### src/rtl/next_pc_unit_pkg.sv
// Shared definitions for the next-PC sequencer: FSM encoding, status bit
// positions, default vectors and the branch-priority order.
package cpu_defs;

    typedef enum logic {
        RUN      = 1'b0,
        JMX_WAIT = 1'b1
    } pc_state_t;

    localparam int STAT_Z = 2;
    localparam int STAT_N = 1;
    localparam int STAT_V = 0;

    localparam logic [31:0] DEFAULT_RESET_PC = 32'h0000_0000;
    localparam logic [31:0] DEFAULT_TRAP_PC  = 32'h0000_0080;

    // Enumerators are listed highest priority first.
    typedef enum logic [2:0] {
        SEL_JMX,
        SEL_BRV,
        SEL_BALV,
        SEL_BLEZAL,
        SEL_JALPC,
        SEL_BEQ,
        SEL_SEQ
    } pc_sel_t;

    function automatic logic [31:0] branch_target(input logic [31:0] base,
                                                  input logic [15:0] offset);
        return base + {{14{offset[15]}}, offset, 2'b00};
    endfunction

endpackage

### src/rtl/next_pc_unit_status_reg.sv
// Three-bit {Z,N,V} status flag register with write enable and async reset.
module status_reg
    import cpu_defs::*;
(
    input  logic       clk,
    input  logic       reset,
    input  logic       we,
    input  logic [2:0] d,
    output logic [2:0] q
);

    always_ff @(posedge clk or posedge reset) begin
        if (reset) begin
            q <= 3'b000;
        end else if (we) begin
            q <= d;
        end
    end

endmodule

### src/rtl/next_pc_unit.sv
// Next-PC sequencer with status flags and a two-cycle memory-indirect jump.
// Optional macro PC_MISALIGN_CHECK_EN redirects misaligned targets to TRAP_PC.
module next_pc_unit
    import cpu_defs::*;
#(
    parameter logic [31:0] RESET_PC = DEFAULT_RESET_PC,
    parameter logic [31:0] TRAP_PC  = DEFAULT_TRAP_PC
) (
    input  logic        clk,
    input  logic        reset,
    input  logic        pc_en,
    input  logic        rformat,
    input  logic        branch,
    input  logic        brvsig,
    input  logic        jmxorsig,
    input  logic        blezalsig,
    input  logic        balvsig,
    input  logic        jalpcsig,
    input  logic        flag_we,
    input  logic        alu_zero,
    input  logic        alu_neg,
    input  logic        alu_ovf,
    input  logic [15:0] imm,
    input  logic [25:0] jtarget,
    input  logic [31:0] rs_data,
    input  logic [31:0] rt_data,
    input  logic [31:0] dmem_rdata,
    output logic [31:0] pc,
    output logic [31:0] pc_plus4,
    output logic        link_we,
    output logic [31:0] link_data,
    output logic        jmx_rd,
    output logic [31:0] jmx_addr,
    output logic        stall_out,
    output logic [2:0]  status
);

    pc_state_t   state, state_next;
    pc_sel_t     sel;
    logic [31:0] pc_q, jmx_addr_q;
    logic [31:0] bt, jt, target, pc_next;
    logic        jmx_req, brv_req, link_req, trap_hit;
    logic        in_run, in_wait;
    logic        status_we;
    logic [2:0]  status_d;

    assign in_run   = (state == RUN);
    assign in_wait  = (state == JMX_WAIT);
    assign pc       = pc_q;
    assign pc_plus4 = pc_q + 32'd4;
    assign link_data = pc_plus4;
    assign bt       = branch_target(pc_plus4, imm);
    assign jt       = {pc_plus4[31:28], jtarget, 2'b00};
    assign jmx_req  = rformat & jmxorsig;
    assign brv_req  = rformat & brvsig;

    // The first asserted strobe owns the cycle; if its condition fails the
    // sequencer falls through to pc_plus4 rather than to a lower strobe.
    always_comb begin
        sel = SEL_SEQ;
        if (jmx_req) begin
            sel = SEL_JMX;
        end else if (brv_req) begin
            sel = status[STAT_V] ? SEL_BRV : SEL_SEQ;
        end else if (balvsig) begin
            sel = status[STAT_V] ? SEL_BALV : SEL_SEQ;
        end else if (blezalsig) begin
            sel = (status[STAT_Z] | status[STAT_N]) ? SEL_BLEZAL : SEL_SEQ;
        end else if (jalpcsig) begin
            sel = SEL_JALPC;
        end else if (branch) begin
            sel = alu_zero ? SEL_BEQ : SEL_SEQ;
        end
    end

    always_comb begin
        target   = pc_plus4;
        link_req = 1'b0;
        case (sel)
            SEL_JMX:    target = pc_q;
            SEL_BRV:    target = rs_data;
            SEL_BALV:   begin target = jt; link_req = 1'b1; end
            SEL_BLEZAL: begin target = bt; link_req = 1'b1; end
            SEL_JALPC:  begin target = bt; link_req = 1'b1; end
            SEL_BEQ:    target = bt;
            default:    target = pc_plus4;
        endcase
        if (in_wait) begin
            target   = dmem_rdata;
            link_req = 1'b0;
        end
    end

`ifdef PC_MISALIGN_CHECK_EN
    assign trap_hit = (target[1:0] != 2'b00);
`else
    assign trap_hit = 1'b0;
`endif

    assign pc_next   = trap_hit ? TRAP_PC : target;
    assign link_we   = pc_en & in_run & link_req & ~trap_hit;
    assign stall_out = in_wait | (in_run & jmx_req);
    assign jmx_rd    = stall_out;
    assign jmx_addr  = in_wait ? jmx_addr_q : (rs_data ^ rt_data);

    // A trap forces V even while the flags are otherwise frozen.
    always_comb begin
        status_d = status;
        if (in_run && flag_we) begin
            status_d = {alu_zero, alu_neg, alu_ovf};
        end
        if (trap_hit) begin
            status_d[STAT_V] = 1'b1;
        end
    end

    assign status_we = pc_en & ((in_run & flag_we) | trap_hit);

    status_reg u_status_reg (
        .clk   (clk),
        .reset (reset),
        .we    (status_we),
        .d     (status_d),
        .q     (status)
    );

    always_comb begin
        state_next = state;
        case (state)
            RUN:      if (jmx_req) state_next = JMX_WAIT;
            JMX_WAIT: state_next = RUN;
            default:  state_next = RUN;
        endcase
    end

    always_ff @(posedge clk or posedge reset) begin
        if (reset) begin
            state      <= RUN;
            pc_q       <= RESET_PC;
            jmx_addr_q <= 32'h0;
        end else if (pc_en) begin
            state <= state_next;
            pc_q  <= pc_next;
            if (in_run && jmx_req) begin
                jmx_addr_q <= rs_data ^ rt_data;
            end
        end
    end

endmodule
### config.mk
export PLATFORM = sky130hd
export DESIGN_NAME = next_pc_unit
export DESIGN_NICKNAME = d
export VERILOG_FILES = /design/src/rtl/next_pc_unit_pkg.sv /design/src/rtl/next_pc_unit_status_reg.sv /design/src/rtl/next_pc_unit.sv
export SDC_FILE = /design/constraint.sdc
export NUM_CORES = 1
export LEC_CHECK = 0
export BUFFER_PORTS_ARGS = -buffer_cell sky130_fd_sc_hd__buf_2
export CAP_MARGIN = 0
export CORE_AREA = 2 2 146 148
export DETAILED_ROUTE_END_ITERATION = 12
export DIE_AREA = 0 0 148 150
export PLACE_DENSITY = 0.62
export SETUP_SLACK_MARGIN = 0.3
export SYNTH_ARGS = -nofsm -noshare
export SYNTH_HDL_FRONTEND = slang
export SYNTH_SLANG_ARGS = --single-unit
### constraint.sdc
create_clock -name clk -period 5.45 [get_ports clk]
set_input_delay 1.09 -clock clk [delete_from_list [all_inputs] [get_ports clk]]
set_output_delay 1.09 -clock clk [all_outputs]
set_load 0.02 [all_outputs]
Word level (Yosys, flattened, before mapping)
Cells that the tools add are included.

word-level totals
  flip-flop bits (word level) = 68
  bits in latches = 0
  memory bits (writable) = 0
  memory bits (read-only) = 0
  input port bits = 152
  output and inout port bits = 134
  word-level logic and storage cells = 48
  memories = 0

cells by class
  add/sub/neg operators = 2
  multipliers = 0
  divide/modulo/power cells = 0
  magnitude comparators = 0
  eq/ne operators = 6
  shift operators = 0
  multiplexer cells = 17
  bitwise gates (word level) = 11
  reductions and logical operators = 8

operators with widths
  cell                                                              count
  32-bit case mux with 4 select lines                               1
  32-bit two-way mux                                                2
  32-bit by 3-bit adder with 32-bit output (second input constant)  1
  32-bit adder                                                      1
  32-bit bitwise XOR                                                1
  3-bit two-way mux                                                 7
  1-bit bitwise AND                                                 7
  3-bit by 2-bit == test with 1-bit output (second input constant)  2
  3-bit == test (second input constant)                             2
  2-bit two-way mux                                                 3
  2-bit AND reduction                                               3
  3-bit OR reduction                                                2
  3-bit by 1-bit == test with 1-bit output (second input constant)  1
  3-bit logical NOT                                                 1
  1-bit two-way mux                                                 3
  1-bit logical AND                                                 2
  2-bit inequality test (second input constant)                     1
  1-bit OR                                                          2
  1-bit case mux with 2 select lines                                1
  1-bit inverter                                                    1

Depth between registers and ports, before layout
Gate-level depths: netlist (run 1).

  depth after elaboration = 12
  mapped depth = 17

Hierarchy
Synthesis (run 1) repeated with hierarchy kept, for this count alone.

unflattened totals
  cells, all modules = 792
  area total of the unflattened synthesis = 6466.2 µm²

modules (own cells, without submodules)
  module        times used  cells each  area each (µm²)  sequential area each (µm²)
  next_pc_unit  1           785         6353.6           1626.6
  status_reg    1           7           112.6            75.1

Least setup slack after synthesis (run 1)
No wires, ideal clock.

  path type = reg2reg
  start point = register pc_q[2] (netlist: pc[2])
  end point = register pc_q[31] (netlist: pc[31])
  data arrival time = 3950 ps
  slack = 1365 ps
  cell stages (with the launch flop) = 14
  path buffers = 0
  clock period less this slack = 4085 ps
  path through = dfrtp_1 > and3_1 > nand3_1 > or3_4 > or3_4 > xnor2_1 > ha_1 > a21o_1 > a21o_1 > a2111o_1 > a311o_1 > o22ai_1 > nand3b_1 > o211ai_1

between the ends
  cells in the longest elaborated chain, start to end = 4

ends and longest elaborated chain
  element                                   line                    RTL
  start, declared                           next_pc_unit.sv:40      logic [31:0] pc_q, jmx_addr_q;
  start signal, assigned                    next_pc_unit.sv:143     pc_q <= pc_next;
  32-bit by 3-bit adder with 32-bit output  next_pc_unit.sv:50      assign pc_plus4 = pc_q + 32'd4;
  via link_data[25]                         next_pc_unit.sv:31      output logic [31:0] link_data,
  32-bit adder                              next_pc_unit_pkg.sv:30  return base + {{14{offset[15]}}, offset, 2'b00};
  32-bit case mux with 4 select lines       next_pc_unit.sv:79      case (sel)
  32-bit two-way mux                        next_pc_unit.sv:88      if (in_wait) begin

The timed path passes the listed nets, and every way through them passes these cells.
A chain may end at the register's enable or synchronous reset.

Worst setup path after layout (run 1)
  start point = register pc_q[2] (netlist: pc[2])
  end point = register pc_q[25] (netlist: pc[25])

between the ends
  cells in the longest elaborated chain, start to end = 4

ends and longest elaborated chain
  element                                       line
  32-bit by 3-bit adder with 32-bit output (*)  next_pc_unit.sv:50
  32-bit adder                                  next_pc_unit_pkg.sv:30
  32-bit case mux with 4 select lines (*)       next_pc_unit.sv:79
  32-bit two-way mux (*)                        next_pc_unit.sv:88

Every way passes the cells marked *; elsewhere a longest branch is shown, timed or not.

==> summary.md, run 1 <==
| Metric | Value |
|---|---|
| Status | completed |
| R2r startpoint | pc[2] |
| Req. time, crit path | 5.68 ns |
| Sw Pwr | 1720 µW |
| Core footprint | 20700 µm² |
| Resize count post-CTS | 0 |
| Commonest non-fill, non-tap cell in the layout | buf_2 |
| Power, Total | 3520 µW |
| Cell breakdown of the critical path | ha_1 -> nand3_1 -> or3_1 -> nor2_1 -> nand3_1 -> xnor2_1 -> ha_1 -> a21oi_1 -> o211ai_1 -> nand4_1 -> and3_1 -> a21boi_1 -> o21a_1 -> nor3_1 -> o31ai_1 -> a221o_1 |
| Endpoints failing setup | 0 |
| Slew @ Worst Pin | 0.962 ns |
| # clock sinks | 68 |
| Fmax | 236 MHz |
| Die H | 150 µm |
| Antenna-violating nets left | 0 |
| Hold Crit Class | register to register |
| Async S/R FF share, synth | 100% |
| Critical path class | register to register |
| Port Buf Inserts | 285 |
| Pleak | 0.00393 µW |
| Critical-path top delay cell | or3_1 |
| Final hold vios | 0 |
| Slew Viols, Final | 0 |
| Final #Nets | 1199 |
| Critical Path AT | 4.46 ns |
| Sequential area share after synthesis | 26.2% |
| Clock Tree Buf Depth | 2 |
| GP Congestion | 0.947 |
| CTS tree | done |
| Max Fanout on Critical Path | 7 |
| Post-synth cell types | 69 |
| Worst relative slew slack | 35.8% |
| RSZ-0062 raised after global routing | false |
| Die area | 22200 µm² |
| Synth warnings | 0 |
| Via count | 6934 |
| Hold wc startpoint | jmx_addr_q[10] |
| Worst R2R End | pc[25] |
| Hold path endpoint | jmx_addr_q[10] |
| Drt total wl | 26300 µm |
| Crit end category | register |
| Synth Register Bits | 68 |
| Worst setup SP type | register |
| Post-Synthesis Cells | 776 |
| Initial Utilization | 31.3% |
| Synth-to-Final Area Change | 27.3% |
| Int Pwr | 1800 µW |
| Number of global-route vias before repair | 6602 |
| Router iterations before antenna repair | 6 |
| Clock Power Share | 17.9% |
| H-tree Lvls | 3 |
| Root Buffer | clkbuf_16 |
| Setup_tns | 0 ns |
| Power per cell area | 426 nW/µm² |
| First-pass GRT wire length | 39200 µm |
| Wire length per cell | 20.3 µm |
| Most frequent cells in the layout | 285 x buf_2, 77 x nand2_1, 76 x a21oi_1, 68 x dfrtp_1, 54 x o21ai_0 |
| Fin crit share | 77.6% |
| Largest net degree at the start of global routing | 63 |
| CTS buffer count | 9 |
| Combinational power share | 59.7% |
| CP peak stage delay | 0.51 ns |
| Number of synthesized flops with an enable pin | 0 |
| Mean Syn Cell Area | 8.35 µm² |
| # IOs | 286 |
| Clk_skew | 0.00865 ns |
| Residual DRC | 0 |
| Hold path depth | 2 |
| Max cap viols | 0 |
| Switching power share of the total | 49.0% |
| FF-to-FF setup slack | 1.22 ns |
| Fillers | 2200 |
| GRT Total Usage | 23.4% |
| Worst reg-to-reg path cell count | 16 |
| Synth Flop Type | dfrtp_1 |
| CTS Hold Buffers Added | 0 |
| Share of cells above drive strength 1 | 36.7% |
| # rows | 53 |
| Clk_lat worst skew | 0.34 ns |
| Antenna violations before repair | 4 |
| VDD IR max | 184 µV |
| Grt ovf | 0 |
| Post-CTS setup buffer count | 0 |
| Util after Layout | 39.9% |
| Clock period minus worst slack | 4.23 ns |
| Routed vias/inst | 5.35 |
| DR iter-0 viols | 446 |
| DPL Wire Length | 20700 µm |
| Sequential power share | 22.4% |
| Syn_nets | 963 |
| Die Span X | 148 µm |
| CTS clk-pin slew, worst paths | 0.06 ns |
| Post-Syn Area | 6480 µm² |
| WHS | 0.484 ns |
## flip-flops by register name, summed over array words and instances (netlist names)
register,count
u_status_reg.q,3
jmx_addr_q,32
in_wait,1
pc,32
## synth_stat cells (all sizes together), types with 2 or more instances
master	n	share of area [%]
a21o	21	2.4
or3	5	0.64
nand3	21	1.8
a221oi	13	1.9
a31oi	4	0.39
and3	11	1.1
a22oi	3	0.35
a31o	2	0.27
nand3b	2	0.23
nor4	3	0.39
a211oi	4	0.46
nand2	77	4.5
and2	5	0.48
o21a	7	0.83
ha	34	6.6
a41oi	3	0.41
mux2i	2	0.31
xnor2	47	6.4
dfrtp	68	26
clkbuf	26	1.5
o21ai	77	6.2
buf	43	4.7
and4	3	0.44
or2	3	0.29
o31ai	3	0.35
mux2	39	6.8
a221o	15	2.3
nor2b	6	0.58
inv	14	0.81
nand4	7	0.68
a21oi	76	5.9
nor2	50	3.0
o211ai	8	0.93
o22ai	7	0.68
xor2	36	5.0
a222oi	6	0.93
nor3	8	0.77
## layout make-up
cell class	instances	area, µm²	share of cell area, %
antenna	4	10.0	0.121
clock buffer	10	239	2.90
clock inverter	6	71.3	0.864
inverter	15	56.3	0.682
multi-input combinational	624	4340	52.6
sequential	68	1700	20.6
tap	275	344	4.17
timing repair buffer	294	1490	18.1
## how the worst max path moves through the flow
| stage | start | endpoint | slack (ns) | cells after the start |
|---|---|---|---|---|
| 2_1_floorplan | pc[2] | pc[31] | 1.37 | 13 |
| 6_report | pc[2] | pc[25] | 1.22 | 16 |
| 3_5_place_dp | pc[2] | pc[25] | 1.24 | 16 |
| 5_1_grt | pc[2] | pc[25] | 0.80 | 16 |
| 3_3_place_gp | pc[2] | pc[25] | 1.30 | 16 |
| 4_1_cts | pc[2] | pc[25] | 1.21 | 16 |
## layer usage
metal,share of wire (%),GRT usage [%],up-vias
met5,0,0,-
met4,2.3,8.81,0
met3,7.7,5.40,31
met2,46,37.1,273
met1,44,31.0,3329
li1,-,-,3301
## per-stage QoR
stage / instances / area (µm²) / setup slack [ns]
2_1_floorplan: 776 / 6480 / 1.37
3_3_place_gp: 1276 / 7930 / 1.30
3_5_place_dp: 1276 / 7930 / 1.24
4_1_cts: 1292 / 8240 / 1.21
5_1_grt: 1296 / 8250 / 0.802
6_report: 1296 / 8250 / 1.22
## cell families after synthesis
kind of cell	after synthesis	share of synthesized area, %
XOR/XNOR	83	11.3
multiplexers	41	7.08
adder cells (fa/ha/maj)	35	6.87
buffers and inverters	84	7.10
AO/OA/AOI/OAI	263	26.4
flip-flops	68	26.2
AND/OR/NAND/NOR	202	14.9
## worst max-delay path, delay by kind of cell (launching register included)
| family | cells | cell delay [ns] |
|---|---|---|
| AO/OA/AOI/OAI | 6 | 1.14 |
| flip-flops | 1 | 0.45 |
| XOR/XNOR | 1 | 0.38 |
| AND/OR/NAND/NOR | 7 | 1.53 |
| adder cells (fa/ha/maj) | 2 | 0.59 |
## power groups by stage
stage	combinational, µW	clock, µW	sequential [µW]
finish	2100	630	786
global route	2270	668	808
CTS	2090	643	786
detailed placement	2080	0	794
global placement	2090	0	785
floorplan	1440	0	854
Note: power is estimated with default switching activity, not from simulation.
==> run 2, diff against run 1 <==
- ABC_AREA: default -> 1
- CORE_AREA: 2 2 146 148 -> 2 2 157 159
- DIE_AREA: 0 0 148 150 -> 0 0 159 161
- PLACE_DENSITY: 0.62 -> 0.61
- clock period: 5.45 -> 4.2 ns (I/O delays scaled with it)
==> summary.md, run 2 <==
| Metric | Value |
|---|---|
| Via count | 8846 |
| Final instance area | 9430 µm² |
| Setup_tns | 0 ns |
| Root Buffer | clkbuf_16 |
| Routed vias/inst | 4.86 |
| Critical Path AT | 3.93 ns |
| Final hold vios | 0 |
| Top-count cell post-synth | nand2_1 |
| Final std cells w/o fill | 1822 |
| Mux contribution to synthesized area | 0.149% |
| CTS Hold Buffers Added | 0 |
| Die H | 161 µm |
| Residual DRC | 0 |
| Synth Area in Compound Gates | 12.4% |
| Fin crit share | 88.5% |
| Core footprint | 24000 µm² |
| Post-Synthesis Cells | 1253 |
| FF-to-FF setup slack | 0.48 ns |
| Largest net degree at the start of global routing | 67 |
| Hold path endpoint | jmx_addr_q[27] |
| Top cell type's share of synthesized area | 22.5% |
| Synth warnings | 0 |
| Grt ovf | 0 |
| Syn_nets | 1440 |
| CTS buffer count | 9 |
| Most frequent cells in the layout | 424 x nand2_1, 285 x buf_2, 140 x inv_1, 130 x nor2_1, 87 x o21ai_0 |
| Crit end category | register |
| Worst setup SP type | register |
| Final #Nets | 1677 |
| CTS clk-pin slew, worst paths | 0.07 ns |
| Placed Instances | 1803 |
| Clk_lat worst skew | 0.34 ns |
| # rows | 57 |
| Async S/R FF share, synth | 100% |
| Hold Crit Class | register to register |
| Sequential area share after synthesis | 22.5% |
| Placed instance area | 9070 µm² |
| XOR/XNOR share of the synthesized area | 7.54% |
| Synth-to-Final Area Change | 24.9% |
| Post-synth top cells | 424 x nand2_1, 141 x inv_1, 131 x nor2_1 |
| Post-Syn Area | 7550 µm² |
| CTS tree | done |
| Pleak | 0.00531 µW |
| Area used by multi-input combinational logic | 4910 µm² |
| Worst reg-to-reg path cell count | 16 |
| Critical path class | register to register |
| Number of synthesized flops with an enable pin | 0 |
| H-tree Lvls | 3 |
| Ranking of synthesized cells by area | dfrtp_1 23%, nand2_1 21%, inv_1 7.0% |
| DPL Wire Length | 25400 µm |
| Initial Utilization | 31.5% |
| Fillers | 2727 |
| Number of global-route vias before repair | 8293 |
| Slew @ Worst Pin | 0.821 ns |
| # clock sinks | 68 |
| DR iter-0 viols | 512 |
| Synth Register Bits | 68 |
| Largest family of logic cells by synthesized area | simple AND/OR/NAND/NOR gates |
| GP Congestion | 0.918 |
| Clock period minus worst slack | 3.72 ns |
| Power per cell area | 528 nW/µm² |
| RSZ-0062 raised after global routing | false |
| Synth Area in Simple Gates | 38.6% |
| Die area | 25600 µm² |
| VDD IR max | 227 µV |
| Status | completed |
| R2r startpoint | pc[2] |
| Clock Tree Buf Depth | 2 |
| Worst R2R End | pc[14] |
| Req. time, crit path | 4.41 ns |
| Adder-cell share of the synthesized area | 5.90% |
| Max cap viols | 0 |
| Share of cells above drive strength 1 | 23.9% |
| # IOs | 286 |
| Register area | 1700 µm² |
| Router iterations before antenna repair | 5 |
| Max Fanout on Critical Path | 5 |
| Clk_skew | 0.0137 ns |
| First-pass GRT wire length | 46400 µm |
| Die Span X | 159 µm |
| GRT Total Usage | 23.4% |
| Endpoints failing setup | 0 |
| Wire length per cell | 16.9 µm |
| Post-synth cell types | 44 |
| Mean Syn Cell Area | 6.03 µm² |
| Cell taking the most area after synthesis | dfrtp_1 |
| Slew Viols, Final | 0 |
| Fmax | 269 MHz |
| Hold path depth | 2 |
| Port Buf Inserts | 285 |
| Drt total wl | 30800 µm |
| Worst relative slew slack | 45.3% |
| Hold wc startpoint | jmx_addr_q[27] |
| Antenna-violating nets left | 0 |
| Commonest non-fill, non-tap cell in the layout | nand2_1 |
| Synth Flop Type | dfrtp_1 |
| Antenna violations before repair | 5 |
==> run 2: logic make-up (layout without fill, tap and decap cells) <==
group | count (synthesis) | count (layout)
simple gates | 694 | 694
buf+inv | 219 | 461
compound gates | 171 | 171
flops | 68 | 68
xor+xnor | 65 | 65
fa+ha+maj | 35 | 35
mux | 1 | 1
other cells | 0 | 3
==> run 2: worst max-delay path by stage <==
stage          startpoint      to  slack (ns)  cells after the start
2_1_floorplan       pc[3]  pc[27]        0.92                     20
3_3_place_gp        pc[3]  pc[27]        0.39                     20
3_5_place_dp        pc[3]  pc[27]        0.38                     20
4_1_cts             pc[3]  pc[27]        0.35                     20
5_1_grt             pc[3]  pc[25]        0.33                     24
6_report            pc[2]  pc[14]        0.48                     16
==> run 2: timing repair <==
action                                  CTS  global route
gates resized for setup                   0             6
endpoints found under the setup margin    0            15
buffers inserted                          0             0
==> run 2: final cells by class <==
| cell class | count | area share (%) |
|---|---|---|
| flip-flops and latches | 68 | 18.0 |
| multi-input cells | 966 | 52.1 |
| inverters | 146 | 5.82 |
| diodes | 3 | 0.0796 |
| well taps | 324 | 4.30 |
| clock buffers | 9 | 2.39 |
| clock inverters | 7 | 1.06 |
| repair buffers | 299 | 16.2 |
==> run 2: where the power goes <==
| part | total (µW) | internal, µW | switching (µW) |
|---|---|---|---|
| combinational | 3100 | 984 | 2110 |
| sequential | 1040 | 827 | 210 |
| clock | 848 | 525 | 323 |
| total | 4980 | 2340 | 2640 |
==> run 2: layer usage <==
| metal | GRT usage, % | part of all wire (%) | routed length, µm | vias up |
|---|---|---|---|---|
| met3 | 3.36 | 6.1 | 1870 | 45 |
| met2 | 40.3 | 48 | 14800 | 315 |
| met5 | 0 | 0.088 | 27 | - |
| met4 | 7.44 | 2.6 | 813 | 4 |
| li1 | - | - | - | 4411 |
| met1 | 30.4 | 43 | 13400 | 4071 |
==> run 2: worst max-delay path, stage by stage, from the launching register on <==
cell     delay [ns]
dfrtp_1        0.39
inv_1          0.13
nor2_4         0.19
nand2_4        0.09
nor2_4         0.13
nand2_1        0.10
xnor2_1        0.62
ha_1           0.39
a21oi_1        0.18
o21ai_0        0.19
a21oi_1        0.16
nand2_1        0.19
or2_2          0.32
nand3_1        0.16
nand3_1        0.09
o21ai_0        0.17
nand2_1        0.07
==> run 2: metrics by stage <==
step	hold WS, ns	power [µW]	utilization, %	setup slack, ns
6_report	0.537	4980	39.4	0.481
5_1_grt	0.557	5330	39.3	0.325
4_1_cts	0.539	4970	39.2	0.351
3_5_place_dp	0.527	4100	37.9	0.381
3_3_place_gp	0.516	4100	37.9	0.387
2_1_floorplan	0.501	3160	-	0.922
==> run 3, diff against run 2 <==
- CELL_PAD_IN_SITES_DETAIL_PLACEMENT: default -> 0
- CELL_PAD_IN_SITES_GLOBAL_PLACEMENT: default -> 1
- PLACE_DENSITY: 0.61 -> 0.83
==> summary.md, run 3 (synthesis gave the netlist of run 2 again) <==
| Metric | Value |
|---|---|
| Status | completed |
| CTS Hold Buffers Added | 0 |
| Initial Utilization | 31.5% |
| VDD IR max | 187 µV |
| Endpoints failing setup | 0 |
| Die H | 161 µm |
| Most frequent cells in the layout | 424 x nand2_1, 285 x buf_2, 140 x inv_1, 127 x nor2_1, 88 x o21ai_0 |
| Critical-path top delay cell | dfrtp_1 |
| Die area | 25600 µm² |
| Wire length per cell | 17.0 µm |
| Die Span X | 159 µm |
| Worst R2R End | pc[14] |
| Worst relative slew slack | 23.0% |
| Share of cells above drive strength 1 | 24.1% |
| Clock period minus worst slack | 3.57 ns |
| Hold path endpoint | jmx_addr_q[19] |
| DPL Wire Length | 25600 µm |
| Power per cell area | 523 nW/µm² |
| Routed vias/inst | 4.85 |
| First-pass GRT wire length | 46800 µm |
| RSZ-0062 raised after global routing | false |
| Number of global-route vias before repair | 8368 |
| Antenna-violating nets left | 0 |
| GP Congestion | 0.968 |
| Fillers | 2678 |
| Critical path class | register to register |
| Synth-to-Final Area Change | 24.7% |
| Fmax | 280 MHz |
| DR iter-0 viols | 518 |
| Most frequent CP cell | nand2_1 |
| CTS clk-pin slew, worst paths | 0.06 ns |
| Register area | 1700 µm² |
| Worst reg-to-reg path cell count | 16 |
| Area used by multi-input combinational logic | 4930 µm² |
| Final hold vios | 0 |
| Root Buffer | clkbuf_16 |
| Fin crit share | 84.9% |
| Grt ovf | 0 |
| FF-to-FF setup slack | 0.63 ns |
| # IOs | 286 |
| Hold path depth | 2 |
| # rows | 57 |
| Slew @ Worst Pin | 1.15 ns |
| Max cap viols | 0 |
| CTS buffer count | 9 |
| Core footprint | 24000 µm² |
| Router iterations before antenna repair | 5 |
| # clock sinks | 68 |
| Clk_skew | 0.00746 ns |
| Drt total wl | 31000 µm |
| Clock Tree Buf Depth | 2 |
| Crit end category | register |
| Cell breakdown of the critical path | ha_4 -> nand3_2 -> inv_1 -> nand2_1 -> nor2_2 -> xor2_2 -> ha_1 -> nand2_1 -> o21ai_0 -> a21oi_1 -> nand2_1 -> or2_2 -> nand3_1 -> nand3_1 -> o21ai_0 -> nand2_1 |
| Setup_tns | 0 ns |
| Port Buf Inserts | 285 |
| Critical Path AT | 3.78 ns |
| Slew Viols, Final | 0 |
| Final WS setup | 0.634 ns |
| CTS tree | done |
| Pleak | 0.00528 µW |
| R2r startpoint | pc[2] |
| Hold Crit Class | register to register |
| Clk_lat worst skew | 0.33 ns |
| H-tree Lvls | 3 |
| Pre-CTS setup slack | 0.206 ns |
| Max Fanout on Critical Path | 4 |
| Commonest non-fill, non-tap cell in the layout | nand2_1 |
| Req. time, crit path | 4.42 ns |
| GRT Total Usage | 23.5% |
| CP peak stage delay | 0.41 ns |
| Largest net degree at the start of global routing | 66 |
| Hold wc startpoint | jmx_addr_q[19] |
| Residual DRC | 0 |
| Antenna violations before repair | 1 |
| Final #Nets | 1677 |
| Via count | 8816 |
| Number of diodes | 0 |
| Worst setup SP type | register |
-- run 3: cell count changes in the layout (fill, tap and decap cells not counted), sizes merged --
cell and delta:
clkinv -3, diode -3, bufinv -1, clkinvlp +3, inv +1
-- run 3: cell type report --
type	count	share of cell area, %
multi-input combinational	966	52.3
sequential	68	18.1
timing repair buffer	299	16.3
inverter	146	5.83
tap	324	4.30
clock buffer	9	2.39
clock inverter	7	0.797
-- run 3: layer usage --
layer | up-vias | GRT usage, % | routed length (µm)
met3 | 51 | 3.75 | 2100
met4 | 2 | 7.69 | 912
met1 | 4027 | 30.9 | 13600
li1 | 4410 | - | -
met2 | 326 | 39.7 | 14400
met5 | - | 0 | 13
-- run 3: what timing repair did --
item / in CTS / in global routing
resized for setup: 2 / 9
setup buffers: 0 / 0
endpoints found under the setup margin: 1 / 12
-- run 3: through the flow --
stage | std cells | hold WS, ns | power, µW | util, % | cell area, µm²
floorplan | 1253 | 0.501 | 3160 | - | 7550
global placement | 1803 | 0.513 | 4090 | 37.9 | 9070
detailed placement | 1803 | 0.521 | 4100 | 37.9 | 9070
CTS | 1819 | 0.532 | 4900 | 39.2 | 9380
global route | 1819 | 0.554 | 5290 | 39.3 | 9420
finish | 1819 | 0.533 | 4930 | 39.3 | 9420
-- run 3: how the worst max path moves through the flow --
stage	cells past startpoint	from	slack [ns]	endpoint
2_1_floorplan	20	pc[3]	0.92	pc[27]
3_3_place_gp	16	pc[3]	0.29	pc[14]
3_5_place_dp	16	pc[3]	0.21	pc[14]
4_1_cts	22	pc[3]	0.35	pc[29]
5_1_grt	22	pc[2]	0.30	pc[29]
6_report	16	pc[2]	0.63	pc[14]
-- run 3: where the power goes --
| group | total [µW] | internal (µW) | leakage, µW | switching, µW |
|---|---|---|---|---|
| sequential | 1030 | 829 | 0.000827 | 201 |
| combinational | 3110 | 999 | 0.00432 | 2120 |
| clock | 782 | 463 | 0.000138 | 318 |
| total | 4930 | 2290 | 0.00528 | 2640 |
-- run 3: critical path: cells and delay by family, from the launching register on --
| kind | cells | cell delay (ns) |
|---|---|---|
| buffers and inverters | 1 | 0.11 |
| xor gates and xnor gates | 1 | 0.30 |
| DFF | 1 | 0.41 |
| AOI/OAI and AO/OA | 3 | 0.53 |
| adders and majority gates | 2 | 0.53 |
| and+or+nand+nor | 9 | 1.55 |
